<file path="src/rtl/next_pc_unit_pkg.sv">
// Shared MIPS PC-stage definitions: FSM state encoding, reset/trap vectors, jump target helper.
// Pure declarations; no logic, latency or flow control of its own.
package mips_pkg;

  typedef enum logic [1:0] {
    ST_RUN  = 2'd0,
    ST_HALT = 2'd1
  } state_t;

  localparam logic [31:0] RESET_PC_DEFAULT   = 32'h0000_0000;
  localparam logic [31:0] EXC_VECTOR_DEFAULT = 32'h0000_0080;

  // j/jal target keeps the 256 MB region of the delay-slot PC.
  function automatic logic [31:0] jump_addr(input logic [31:0] pc_plus4,
                                            input logic [25:0] instr_index);
    return {pc_plus4[31:28], instr_index, 2'b00};
  endfunction

endpackage

</file>
<file path="src/rtl/next_pc_unit_mux.sv">
// Next-PC priority select (jr > jump > taken branch > pc+4) with alignment flag.
// Purely combinational, zero latency; no flow control.
module next_pc_mux
  import mips_pkg::*;
(
  input  logic [31:0] pc_plus4,
  input  logic [31:0] branch_target,
  input  logic        branch,
  input  logic        zero,
  input  logic        jump,
  input  logic [25:0] instr_index,
  input  logic        jr,
  input  logic [31:0] rs_value,
  output logic [31:0] candidate,
  output logic        misaligned
);

  always_comb begin
    candidate = pc_plus4;
    if (jr)
      candidate = rs_value;
    else if (jump)
      candidate = jump_addr(pc_plus4, instr_index);
    else if (branch && zero)
      candidate = branch_target;
  end

  assign misaligned = (candidate[1:0] != 2'b00);

endmodule

</file>
<file path="src/rtl/next_pc_unit.sv">
// PC register with stall/halt FSM, misaligned-target trap (EPC capture) and retired counter.
// pc updates one edge after inputs; stall holds pc/counter, HALT freezes until reset.
module next_pc_unit
  import mips_pkg::*;
#(
  parameter logic [31:0] RESET_PC   = RESET_PC_DEFAULT,
  parameter logic [31:0] EXC_VECTOR = EXC_VECTOR_DEFAULT
) (
  input  logic        clk,
  input  logic        reset,
  input  logic [31:0] branch_target,
  input  logic        branch,
  input  logic        zero,
  input  logic        jump,
  input  logic [25:0] instr_index,
  input  logic        jr,
  input  logic [31:0] rs_value,
  input  logic        stall,
  input  logic        halt_req,
  output logic [31:0] pc,
  output logic [31:0] pc_plus4,
  output logic [31:0] epc,
  output logic        exc,
  output logic        halted,
  output logic [31:0] retired
);

  state_t      state;
  logic [31:0] candidate;
  logic        misaligned;

  assign pc_plus4 = pc + 32'd4;
  assign halted   = (state == ST_HALT);

  next_pc_mux u_mux (
    .pc_plus4      (pc_plus4),
    .branch_target (branch_target),
    .branch        (branch),
    .zero          (zero),
    .jump          (jump),
    .instr_index   (instr_index),
    .jr            (jr),
    .rs_value      (rs_value),
    .candidate     (candidate),
    .misaligned    (misaligned)
  );

  always_ff @(posedge clk) begin
    if (reset) begin
      state   <= ST_RUN;
      pc      <= RESET_PC;
      epc     <= 32'd0;
      exc     <= 1'b0;
      retired <= 32'd0;
    end else begin
      case (state)
        ST_RUN: begin
          exc <= 1'b0;
          if (halt_req) begin
            state <= ST_HALT;
          end else if (!stall) begin
            retired <= retired + 32'd1;
            if (misaligned) begin
              pc  <= EXC_VECTOR;
              epc <= pc;
              exc <= 1'b1;
            end else begin
              pc <= candidate;
            end
          end
        end
        ST_HALT: begin
          exc <= 1'b0;
        end
        // Unused encoding: recover to RUN without touching architectural state.
        default: begin
          state <= ST_RUN;
          exc   <= 1'b0;
        end
      endcase
    end
  end

endmodule

</file>
<file path="config.mk">
export PLATFORM = sky130hd
export DESIGN_NAME = next_pc_unit
export DESIGN_NICKNAME = d
export VERILOG_FILES = /design/src/rtl/next_pc_unit_pkg.sv /design/src/rtl/next_pc_unit_mux.sv /design/src/rtl/next_pc_unit.sv
export SDC_FILE = /design/constraint.sdc
export NUM_CORES = 1
export LEC_CHECK = 0
export BUFFER_PORTS_ARGS = -buffer_cell sky130_fd_sc_hd__clkbuf_2
export CAP_MARGIN = 10
export CELL_PAD_IN_SITES_DETAIL_PLACEMENT = 1
export CELL_PAD_IN_SITES_GLOBAL_PLACEMENT = 1
export CORE_UTILIZATION = 30
export DETAILED_ROUTE_END_ITERATION = 8
export PLACE_DENSITY_LB_ADDON = 0.1
export SLEW_MARGIN = 40
export SYNTH_ARGS = -nofsm -noshare
export SYNTH_HDL_FRONTEND = slang
export SYNTH_SLANG_ARGS = --single-unit
</file>
<file path="constraint.sdc">
create_clock -name clk -period 2.1 [get_ports clk]
set_input_delay 0.315 -clock clk [delete_from_list [all_inputs] [get_ports clk]]
set_output_delay 0.315 -clock clk [all_outputs]
set_load 0.1 [all_outputs]
</file>
==> flow_metrics.py, run 1 <==
metrics = {
    "worst_hold_path": {
        "hold_path.class": "input pin to flop",
    },
    "die": {
        "die-width_um": 137.2,
        "boundaryPins": 228,
        "dieArea_mm2": 0.01883,
        "initial_utilization_pct": 30.54,
        "placeableCoreArea_mm2": 0.01796,
        "row_count": 49,
        "die_height_um": 137.2,
    },
    "grt": {
        "grt_pass1_wl_um": 37320,
        "grt_max_degree": 83,
        "grt_pass1_vias": 6795,
        "antenna_found_initial": 2,
        "grt_util_all_layers_pct": 26.41,
        "gr-total-overflow": 0,
    },
    "synthesis": {
        "ys.flop_type": "dfxtp_1",
        "synth_area_leaders": "dfxtp_1 (36%), nand2_1 (7.4%), xnor2_1 (4.9%)",
        "synth-edff-count": 0,
        "synth-seq-cells": 98,
        "synth_top_area_share_pct": 35.77,
        "netlist_area_mm2": 0.005485,
        "synth_cell_type_count": 74,
        "netlist_instances": 698,
        "synth_area_leader_cell": "dfxtp_1",
        "syn_avg_cell_area_um2": 7.859,
        "seq_area_frac_synth_pct": 35.77,
        "synth_commonest_cells": "nand2_1 (108), dfxtp_1 (98), nor2_1 (62)",
        "yosysWarningCount": 0,
        "async_flop_share_pct": 0,
        "syn_nets": 798,
        "synth.most_common_cell": "nand2_1",
    },
    "setup_path": {
        "cp.required_ns": 1.78,
        "critPathLaunchType": "flop",
        "path_class": "flop to output pin",
        "arrival_ns": 2.19,
        "worstPathMaxFanout": 5,
        "path_cells": "nand4_4 > or4_4 > o31a_1 > or2_4 > buf_12",
        "crit_family": "simple AND/OR/NAND/NOR gates",
        "critPathBufInv": 1,
        "cp-end-kind": "output pin",
        "cp_slowest_cell": "or4_4",
        "cpPeakStageDelay_ns": 0.64,
    },
    "clock_tree": {
        "clockRootBuffer": "clkbuf_16",
        "clk_path_buf_depth": 2,
        "cts_inserted_buffers": 9,
        "clkSinkCount": 98,
        "htreeDepth": 3,
        "clk_latency_ns": 0.35,
        "clk_pin_slew_worst_paths_ns": 0.07,
        "cts_tree": "built",
    },
    "sta": {
        "rsz0062_at_grt": "true",
        "period_share_pct": 119.2,
        "setup_violations": 22,
        "hold_violations": 0,
        "maxSlewViolCount": 0,
        "max_slew_margin_pct": 57.73,
        "tns_ns": -6.233,
        "tightest_slew_ns": 0.6325,
        "setup_slack_ns": -0.4033,
        "max_freq_mhz": 399.5,
        "whs_ns": 0.2224,
        "fin_crit_ns": 2.503,
        "skew_ns": 0.007578,
    },
    "place": {
        "gp_congestion": 0.8719,
        "portBuffers": 227,
        "dp_hpwl_um": 18600,
    },
    "routing": {
        "via_per_inst": 5.358,
        "wire_per_inst_um": 20.39,
        "ant_nets": 0,
        "post-route-drc-count": 0,
        "firstDrtPassIters": 5,
        "drt_iter0_drc": 214,
        "wirelength_um": 24590,
        "vias": 6462,
    },
    "pwr": {
        "powerDensity_mw_per_mm2": 513.4,
        "cellLeakagePower_nw": 3.871,
        "ir_worst_vdd_v": 0.0003761,
    },
    "finish": {
        "layout-drive-gt1-share_pct": 48.21,
        "fillers": 2134,
        "fin_nets": 1070,
        "syn2layout_area_growth_pct": 63.50,
    },
    "outcome": {
        "violations": "setup timing",
        "status": "complete, but fails checks",
    },
    "job": {
        "maxCapViolCount": 0,
    },
}
## registers in the layout, indices dropped and copies added (netlist names)
register	count
epc	32
retired	32
pc	32
exc	1
state	1
## cells by family (layout without fill, tap and decap cells)
kind of cell	count (synthesis)	in the layout	synth area share (%)
xor+xnor	48	48	7.664
other cells	0	2	0
flops	98	98	35.77
fa+ha+maj	2	2	0.4561
simple gates	315	316	29.33
compound gates	164	164	20.99
mux	4	4	0.7527
buf+inv	67	343	5.041
## routing by layer
layer	vias to the layer above	routed length, µm	GRT usage (%)
met5	-	0	0
met4	0	657	11.60
met3	33	1085	3.495
met2	190	12110	44.95
met1	3170	10740	33.22
li1	3069	-	-
## cell usage in the layout, fill, tap and decap left out, drive strengths merged, types with 18 or more instances in the layout
| cell type | count |
|---|---|
| nand3 | 28 |
| nand2 | 108 |
| buf | 114 |
| dfxtp | 98 |
| a21oi | 50 |
| clkbuf | 210 |
| nor4 | 18 |
| nor2 | 62 |
| inv | 18 |
| o21ai | 23 |
| xnor2 | 31 |
## worst register-to-register path: cells and delay by family (launching register included)
kind	cells	cell delay (ns)
flops	1	0.37
compound gates	2	0.40
fa+ha+maj	1	0.13
buf+inv	2	0.28
simple gates	3	0.82
## worst paths after layout
kind / start / endpoint / slack (ns) / cells after the start
min reg2reg: epc[12] / epc[12] / 0.46 / 2
max: pc[10] / pc_plus4[21] / -0.40 / 5
max reg2reg: pc[2] / pc[26] / 0.01 / 8
min: instr_index[5] / pc[7] / 0.22 / 3
## layout make-up
cell class | count | area [µm²] | share of cell area, %
Clock inverter | 6 | 51.30 | 0.5720
Tap cell | 229 | 286.5 | 3.195
Clock buffer | 10 | 250.2 | 2.790
Timing Repair Buffer | 314 | 2285 | 25.47
Sequential cell | 98 | 2108 | 23.51
Inverter | 13 | 48.80 | 0.5441
Multi-Input combinational cell | 534 | 3934 | 43.86
Antenna cell | 2 | 5.005 | 0.05580
## per-stage QoR
| step | utilization [%] | total power [W] | setup WS [ns] | instance area, µm² | std cells |
|---|---|---|---|---|---|
| 4_1_cts | 49.63 | 0.004652 | -0.4135 | 8916 | 1204 |
| 2_1_floorplan | - | 0.002523 | -0.5236 | 6180 | 698 |
| 6_report | 49.93 | 0.004605 | -0.4033 | 8969 | 1206 |
| 3_5_place_dp | 46.58 | 0.002905 | -0.07393 | 8367 | 1174 |
| 3_3_place_gp | 46.55 | 0.002889 | -0.03994 | 8362 | 1174 |
| 5_1_grt | 49.93 | 0.004775 | -0.4717 | 8969 | 1206 |
## report_power, final
part           internal [W]  switching (W)
combinational      0.000318       0.000674
clock              0.000902       0.000827
sequential          0.00186      0.0000276
total               0.00308        0.00153
## repair_timing
item | CTS | global route
buffers inserted | 13 | 1
hold buffers | 0 | 0
gates cloned | 1 | 0
endpoints found under the setup margin | 26 | 28
resized for setup | 31 | 12
pin swaps | 16 | 13
Power figures use the tool's default switching activity.
==> run 2: changes to the inputs <==
Settings changed: ABC_AREA from default to 1.
==> run 2 against run 1 <==
Effect of this change:
- the flow still finishes with violations (setup timing)
- critical path depth rose by 3
- setup slack improved by 0.31 ns
- clock power fell by 8%
- synthesized cell count rose by 30%
- critical endpoint is now pc_plus4[22]
- clock skew barely moved
- final cell count rose by 20%
- sequential power rose by 4%
==> flow_metrics.py, run 2 <==
metrics = {
    "setup_path": {
        "critPathBufInv": 3,
        "startpoint": "pc[5]",
        "path_class": "flop to output pin",
        "cpPeakStageDelay_ns": 0.37,
        "crit_family": "simple AND/OR/NAND/NOR gates",
        "cp.required_ns": 1.78,
        "cp.depth": 8,
        "rrSetupSlack_ns": 0.10,
        "worstSetupEndpoint": "pc_plus4[22]",
        "rr_startpoint": "pc[5]",
        "worst_path_most_repeated_cell": "nor2_4",
        "path_cells": "clkinvlp_4 > nor2_4 > nand2_2 > nor2_4 > buf_6 > nand3b_1 > nand2_4 > buf_12",
        "critPathLaunchType": "flop",
        "reg2reg_depth": 13,
        "cp_slowest_cell": "dfxtp_4",
        "cp-end-kind": "output pin",
        "worstPathMaxFanout": 4,
        "arrival_ns": 1.88,
        "reg2reg_to": "pc[26]",
    },
    "synthesis": {
        "ys.flop_type": "dfxtp_1",
        "synth_area_leader_cell": "dfxtp_1",
        "syn_nets": 1010,
        "synth_commonest_cells": "nand2_1 (255), nor2_1 (157), dfxtp_1 (98)",
        "yosysWarningCount": 0,
        "synth-edff-count": 0,
        "synth_top_area_share_pct": 33.90,
        "synth_area_leaders": "dfxtp_1 (34%), nand2_1 (17%), nor2_1 (10%)",
        "seq_area_frac_synth_pct": 33.90,
        "async_flop_share_pct": 0,
        "netlist_instances": 910,
        "synth_cell_type_count": 44,
        "syn_avg_cell_area_um2": 6.360,
        "netlist_area_mm2": 0.005788,
        "synth-seq-cells": 98,
        "synth.most_common_cell": "nand2_1",
    },
    "clock_tree": {
        "clockRootBuffer": "clkbuf_16",
        "cts_inserted_buffers": 9,
        "cts_tree": "built",
        "clk_latency_ns": 0.35,
        "clkSinkCount": 98,
        "htreeDepth": 3,
        "clk_path_buf_depth": 2,
        "clk_pin_slew_worst_paths_ns": 0.07,
        "holdBufCountCts": 0,
    },
    "die": {
        "die-width_um": 140.9,
        "boundaryPins": 228,
        "die_height_um": 140.9,
        "row_count": 50,
        "placeableCoreArea_mm2": 0.01883,
        "dieArea_mm2": 0.01985,
        "initial_utilization_pct": 30.74,
    },
    "sta": {
        "setup_violations": 7,
        "maxSlewViolCount": 0,
        "tns_ns": -0.3818,
        "period_share_pct": 104.4,
        "max_slew_margin_pct": 56.88,
        "rsz0062_at_grt": "true",
        "hold_violations": 0,
        "whs_ns": 0.1935,
        "fin_crit_ns": 2.193,
        "skew_ns": 0.007117,
        "setup_slack_ns": -0.09270,
        "max_freq_mhz": 456.1,
        "tightest_slew_ns": 0.6468,
    },
    "grt": {
        "gr-total-overflow": 0,
        "grt_util_all_layers_pct": 25.26,
        "antenna_found_initial": 0,
        "grt_pass1_wl_um": 38420,
        "grt_pass1_vias": 6998,
        "grt_max_degree": 49,
    },
    "pwr": {
        "clkPwrFrac_pct": 33.4,
        "powerDensity_mw_per_mm2": 531.7,
        "intPower_w": 0.003058,
        "p_switching_w": 0.001708,
        "ir_worst_vdd_v": 0.0003719,
        "seqPwrFrac_pct": 40.9,
        "switching_share_pct": 35.84,
        "p_total_w": 0.004767,
        "cellLeakagePower_nw": 3.867,
        "combPwrFrac_pct": 25.7,
    },
    "finish": {
        "fillers": 2442,
        "final_area_mm2": 0.008965,
        "syn2layout_area_growth_pct": 54.89,
        "diodes": 0,
        "final_common_cell": "nand2_1",
        "top_regs": "epc (32), pc (32), retired (32)",
        "final_cell_mix": "nand2_1 (215), clkbuf_2 (199), nor2_1 (140)",
        "layout-drive-gt1-share_pct": 40.84,
        "fin_nets": 1285,
    },
    "place": {
        "gp_congestion": 0.8516,
        "portBuffers": 227,
        "dpl-instance-area_mm2": 0.008006,
        "dp_slack_ns": 0.1543,
        "dp_hpwl_um": 18710,
    },
    "worst_hold_path": {
        "hold_path.class": "input pin to flop",
    },
    "routing": {
        "vias": 6985,
        "post-route-drc-count": 0,
        "drt_iter0_drc": 209,
        "wirelength_um": 25020,
        "firstDrtPassIters": 4,
        "wire_per_inst_um": 17.25,
        "via_per_inst": 4.817,
        "ant_nets": 0,
    },
    "outcome": {
        "violations": "setup timing",
        "status": "complete, but fails checks",
    },
    "job": {
        "maxCapViolCount": 0,
    },
}
-- run 2: changes by cell type in the layout (fill, tap and decap cells not counted), sizes merged, moves of 9 or more --
cell	change
xnor2	-24
nor4	-16
a21oi	+28
o21ai	+38
inv	+45
and4	-9
nand2	+160
nor2	+114
buf	-12
and3	-12
o22ai	+10
-- run 2: power groups by stage --
stage	Clock, W	Combinational, W	Sequential (W)
final	0.00159	0.00122	0.00195
after global routing	0.00171	0.00129	0.00196
after CTS	0.00164	0.00120	0.00196
after detailed placement	0	0.00117	0.00201
after global placement	0	0.00116	0.00201
after floorplan	0	0.000450	0.00236
-- run 2: final cells by class --
cell class | count | area (µm²) | area share, %
multi-input combinational | 707 | 3914 | 43.66
timing repair buffer | 302 | 2121 | 23.66
sequential | 98 | 2063 | 23.01
tap | 260 | 325.3 | 3.629
inverter | 67 | 270.3 | 3.015
clock buffer | 11 | 242.7 | 2.708
clock inverter | 5 | 28.78 | 0.3210
-- run 2: logic make-up (layout without fill, tap and decap cells) --
| family | Yosys count | in the layout | synth area share [%] |
|---|---|---|---|
| AO/OA/AOI/OAI | 167 | 167 | 15.80 |
| XOR/XNOR | 22 | 22 | 3.718 |
| adder cells (fa/ha/maj) | 2 | 2 | 0.4323 |
| buffers and inverters | 105 | 385 | 7.306 |
| flip-flops | 98 | 98 | 33.90 |
| AND/OR/NAND/NOR | 516 | 516 | 38.85 |
-- run 2: per-layer routing --
metal	wire [µm]	up-vias	global-route usage (%)
li1	-	3472	-
met1	11010	3315	31.52
met2	12310	161	43.78
met3	1128	37	4.959
met4	567	0	7.666
met5	0	-	0
-- run 2: stage by stage --
stage          utilization (%)  std cells
4_1_cts                  45.78       1433
3_3_place_gp             42.52       1386
2_1_floorplan                -        910
5_1_grt                  47.61       1450
6_report                 47.61       1450
3_5_place_dp             42.52       1386
-- run 2: worst min path at each step --
stage	start	to	slack, ns	depth (start not counted)
after global routing	halt_req	state[0]	0.20	3
after floorplan	halt_req	state[0]	0.43	2
after CTS	halt_req	state[0]	0.18	3
final	halt_req	state[0]	0.19	3
after detailed placement	retired[8]	retired[8]	0.46	1
after global placement	retired[8]	retired[8]	0.45	1
-- run 2: worst register-to-register path, stage by stage, from the launching register on --
cell and delay [ns]:
dfxtp_4 0.37, clkinvlp_4 0.17, nor2_4 0.18, nand2_2 0.10, nor2_4 0.19, nand4_1 0.15
buf_4 0.17, buf_6 0.10, buf_6 0.10, buf_6 0.10, nand3_2 0.05, nand2_1 0.06
nand2_1 0.07, a21oi_2 0.05
-- run 2: what timing repair did --
| item | 4_1_cts | 5_1_grt |
|---|---|---|
| buffers inserted | 31 | 18 |
| endpoints found under the setup margin | 20 | 23 |
| pin swaps | 20 | 41 |
| gates resized for setup | 34 | 64 |
==> run 3: changes to the inputs <==
Settings changed: BUFFER_PORTS_ARGS -buffer_cell sky130_fd_sc_hd__clkbuf_2 to -buffer_cell sky130_fd_sc_hd__buf_2.
==> run 3 against run 2 <==
Effect of this change:
- the flow still finishes with violations (setup timing)
- count of clock-buffer cells in the layout is the same
- register-to-register slack is essentially flat
- first-iteration DRC count is 32% higher
- die area did not move
- critical endpoint is now pc_plus4[26]
- largest power group unchanged
- highest routed layer unchanged
==> flow_metrics.py, run 3 (same netlist as run 2, synthesis figures left out) <==
metrics = {
    "sta": {
        "setup_violations": 9,
        "skew_ns": 0.007729,
        "maxSlewViolCount": 0,
        "max_freq_mhz": 451.1,
        "setup_slack_ns": -0.1170,
        "hold_violations": 0,
        "max_slew_margin_pct": 56.83,
        "tightest_slew_ns": 0.6475,
        "tns_ns": -0.4382,
        "rsz0062_at_grt": "true",
        "fin_crit_ns": 2.217,
        "period_share_pct": 105.6,
    },
    "die": {
        "die_height_um": 140.9,
        "placeableCoreArea_mm2": 0.01883,
        "dieArea_mm2": 0.01985,
        "boundaryPins": 228,
        "initial_utilization_pct": 30.74,
        "row_count": 50,
        "die-width_um": 140.9,
    },
    "place": {
        "gp_congestion": 0.8676,
        "dp_slack_ns": 0.1128,
        "placedCellCount": 1388,
        "dpl-instance-area_mm2": 0.007974,
        "portBuffers": 227,
        "dp_hpwl_um": 18690,
    },
    "clock_tree": {
        "clk_latency_ns": 0.35,
        "clk_path_buf_depth": 2,
        "clk_pin_slew_worst_paths_ns": 0.07,
        "cts_inserted_buffers": 9,
        "cts_tree": "built",
        "clockRootBuffer": "clkbuf_16",
        "clkSinkCount": 98,
        "htreeDepth": 3,
    },
    "routing": {
        "drt_iter0_drc": 275,
        "wirelength_met1_um": 11170,
        "post-route-drc-count": 0,
        "dr_wl_met3_um": 1072,
        "wire_per_inst_um": 17.14,
        "firstDrtPassIters": 4,
        "vias": 6955,
        "ant_nets": 0,
        "via_per_inst": 4.813,
        "met2_length_um": 12050,
        "top_layer": "met4",
        "wirelength_um": 24770,
    },
    "grt": {
        "antenna_found_initial": 0,
        "grt_pass1_vias": 6936,
        "grt_util_all_layers_pct": 25.00,
        "grt_max_degree": 47,
        "gr-total-overflow": 0,
        "grt_pass1_wl_um": 38030,
    },
    "worst_hold_path": {
        "holdCritStartpoint": "halt_req",
        "hold_path.class": "input pin to flop",
    },
    "finish": {
        "diodes": 0,
        "fillers": 2414,
        "final_area_mm2": 0.008961,
        "fin_nets": 1280,
        "layout-drive-gt1-share_pct": 41.01,
        "final_common_cell": "nand2_1",
        "final_cell_mix": "nand2_1 (212), buf_2 (201), nor2_1 (142)",
        "syn2layout_area_growth_pct": 54.82,
        "fin_cells": 1445,
        "top_regs": "epc (32), pc (32), retired (32)",
    },
    "pwr": {
        "intPower_w": 0.003097,
        "ir_worst_vdd_v": 0.0003949,
        "combPwrFrac_pct": 25.1,
        "clkPwrFrac_pct": 34.5,
        "p_switching_w": 0.001741,
        "cellLeakagePower_nw": 3.918,
        "p_total_w": 0.004838,
        "seqPwrFrac_pct": 40.4,
        "powerDensity_mw_per_mm2": 539.9,
        "switching_share_pct": 35.98,
    },
    "setup_path": {
        "arrival_ns": 1.90,
        "critPathLaunchType": "flop",
        "cp.required_ns": 1.78,
        "worstPathMaxFanout": 5,
        "cp-end-kind": "output pin",
        "startpoint": "pc[3]",
        "path_class": "flop to output pin",
        "rr_startpoint": "pc[2]",
    },
    "job": {
        "maxCapViolCount": 0,
    },
    "outcome": {
        "status": "complete, but fails checks",
        "violations": "setup timing",
    },
}
[run 3: final timing paths]
| check | end | slack (ns) | depth (start not counted) |
|---|---|---|---|
| setup / recovery | pc_plus4[26] | -0.12 | 9 |
| hold / removal | state[0] | 0.19 | 3 |
| hold reg to reg | retired[8] | 0.46 | 1 |
| setup reg to reg | pc[23] | 0.10 | 17 |
[run 3: power groups by stage]
stage / clock [W] / combinational, W / sequential, W
6_report: 0.00167 / 0.00121 / 0.00196
5_1_grt: 0.00180 / 0.00128 / 0.00196
4_1_cts: 0.00171 / 0.00120 / 0.00196
3_5_place_dp: 0 / 0.00117 / 0.00201
3_3_place_gp: 0 / 0.00116 / 0.00200
2_1_floorplan: 0 / 0.000450 / 0.00236
[run 3: timing repair]
item | 4_1_cts | 5_1_grt
hold buffers | 0 | 0
buffers inserted | 25 | 16
pin swaps | 20 | 31
resized for setup | 42 | 62
setup endpoints to repair | 22 | 25
[run 3: layout make-up]
type / count / area (µm²) / share of cell area (%)
Clock buffer: 11 / 252.7 / 2.820
Sequential cell: 98 / 2058 / 22.97
Multi-Input combinational cell: 707 / 3960 / 44.19
Timing Repair Buffer: 297 / 2062 / 23.01
Clock inverter: 5 / 36.28 / 0.4049
Inverter: 67 / 266.5 / 2.974
Tap cell: 260 / 325.3 / 3.630
[run 3: metrics by stage]
stage	util (%)	hold WS, ns
CTS	45.61	0.1895
finish	47.59	0.1900
detailed placement	42.35	0.4486
global route	47.59	0.2048
global placement	42.35	0.4438
floorplan	-	0.4349
[run 3: critical path, cell delays in order (launching register included)]
cell     delay [ns]
dfxtp_4        0.38
ha_4           0.17
nand2_4        0.05
nor2_4         0.13
nand2_4        0.08
nor2_4         0.18
nand3_2        0.13
nand2_2        0.09
and2_4         0.16
buf_12         0.17
[run 3: metal layers]
| layer | global-route usage, % | vias to the layer above |
|---|---|---|
| met4 | 7.780 | 0 |
| met1 | 31.57 | 3288 |
| met2 | 43.47 | 164 |
| li1 | - | 3471 |
| met3 | 4.042 | 32 |
| met5 | 0 | - |
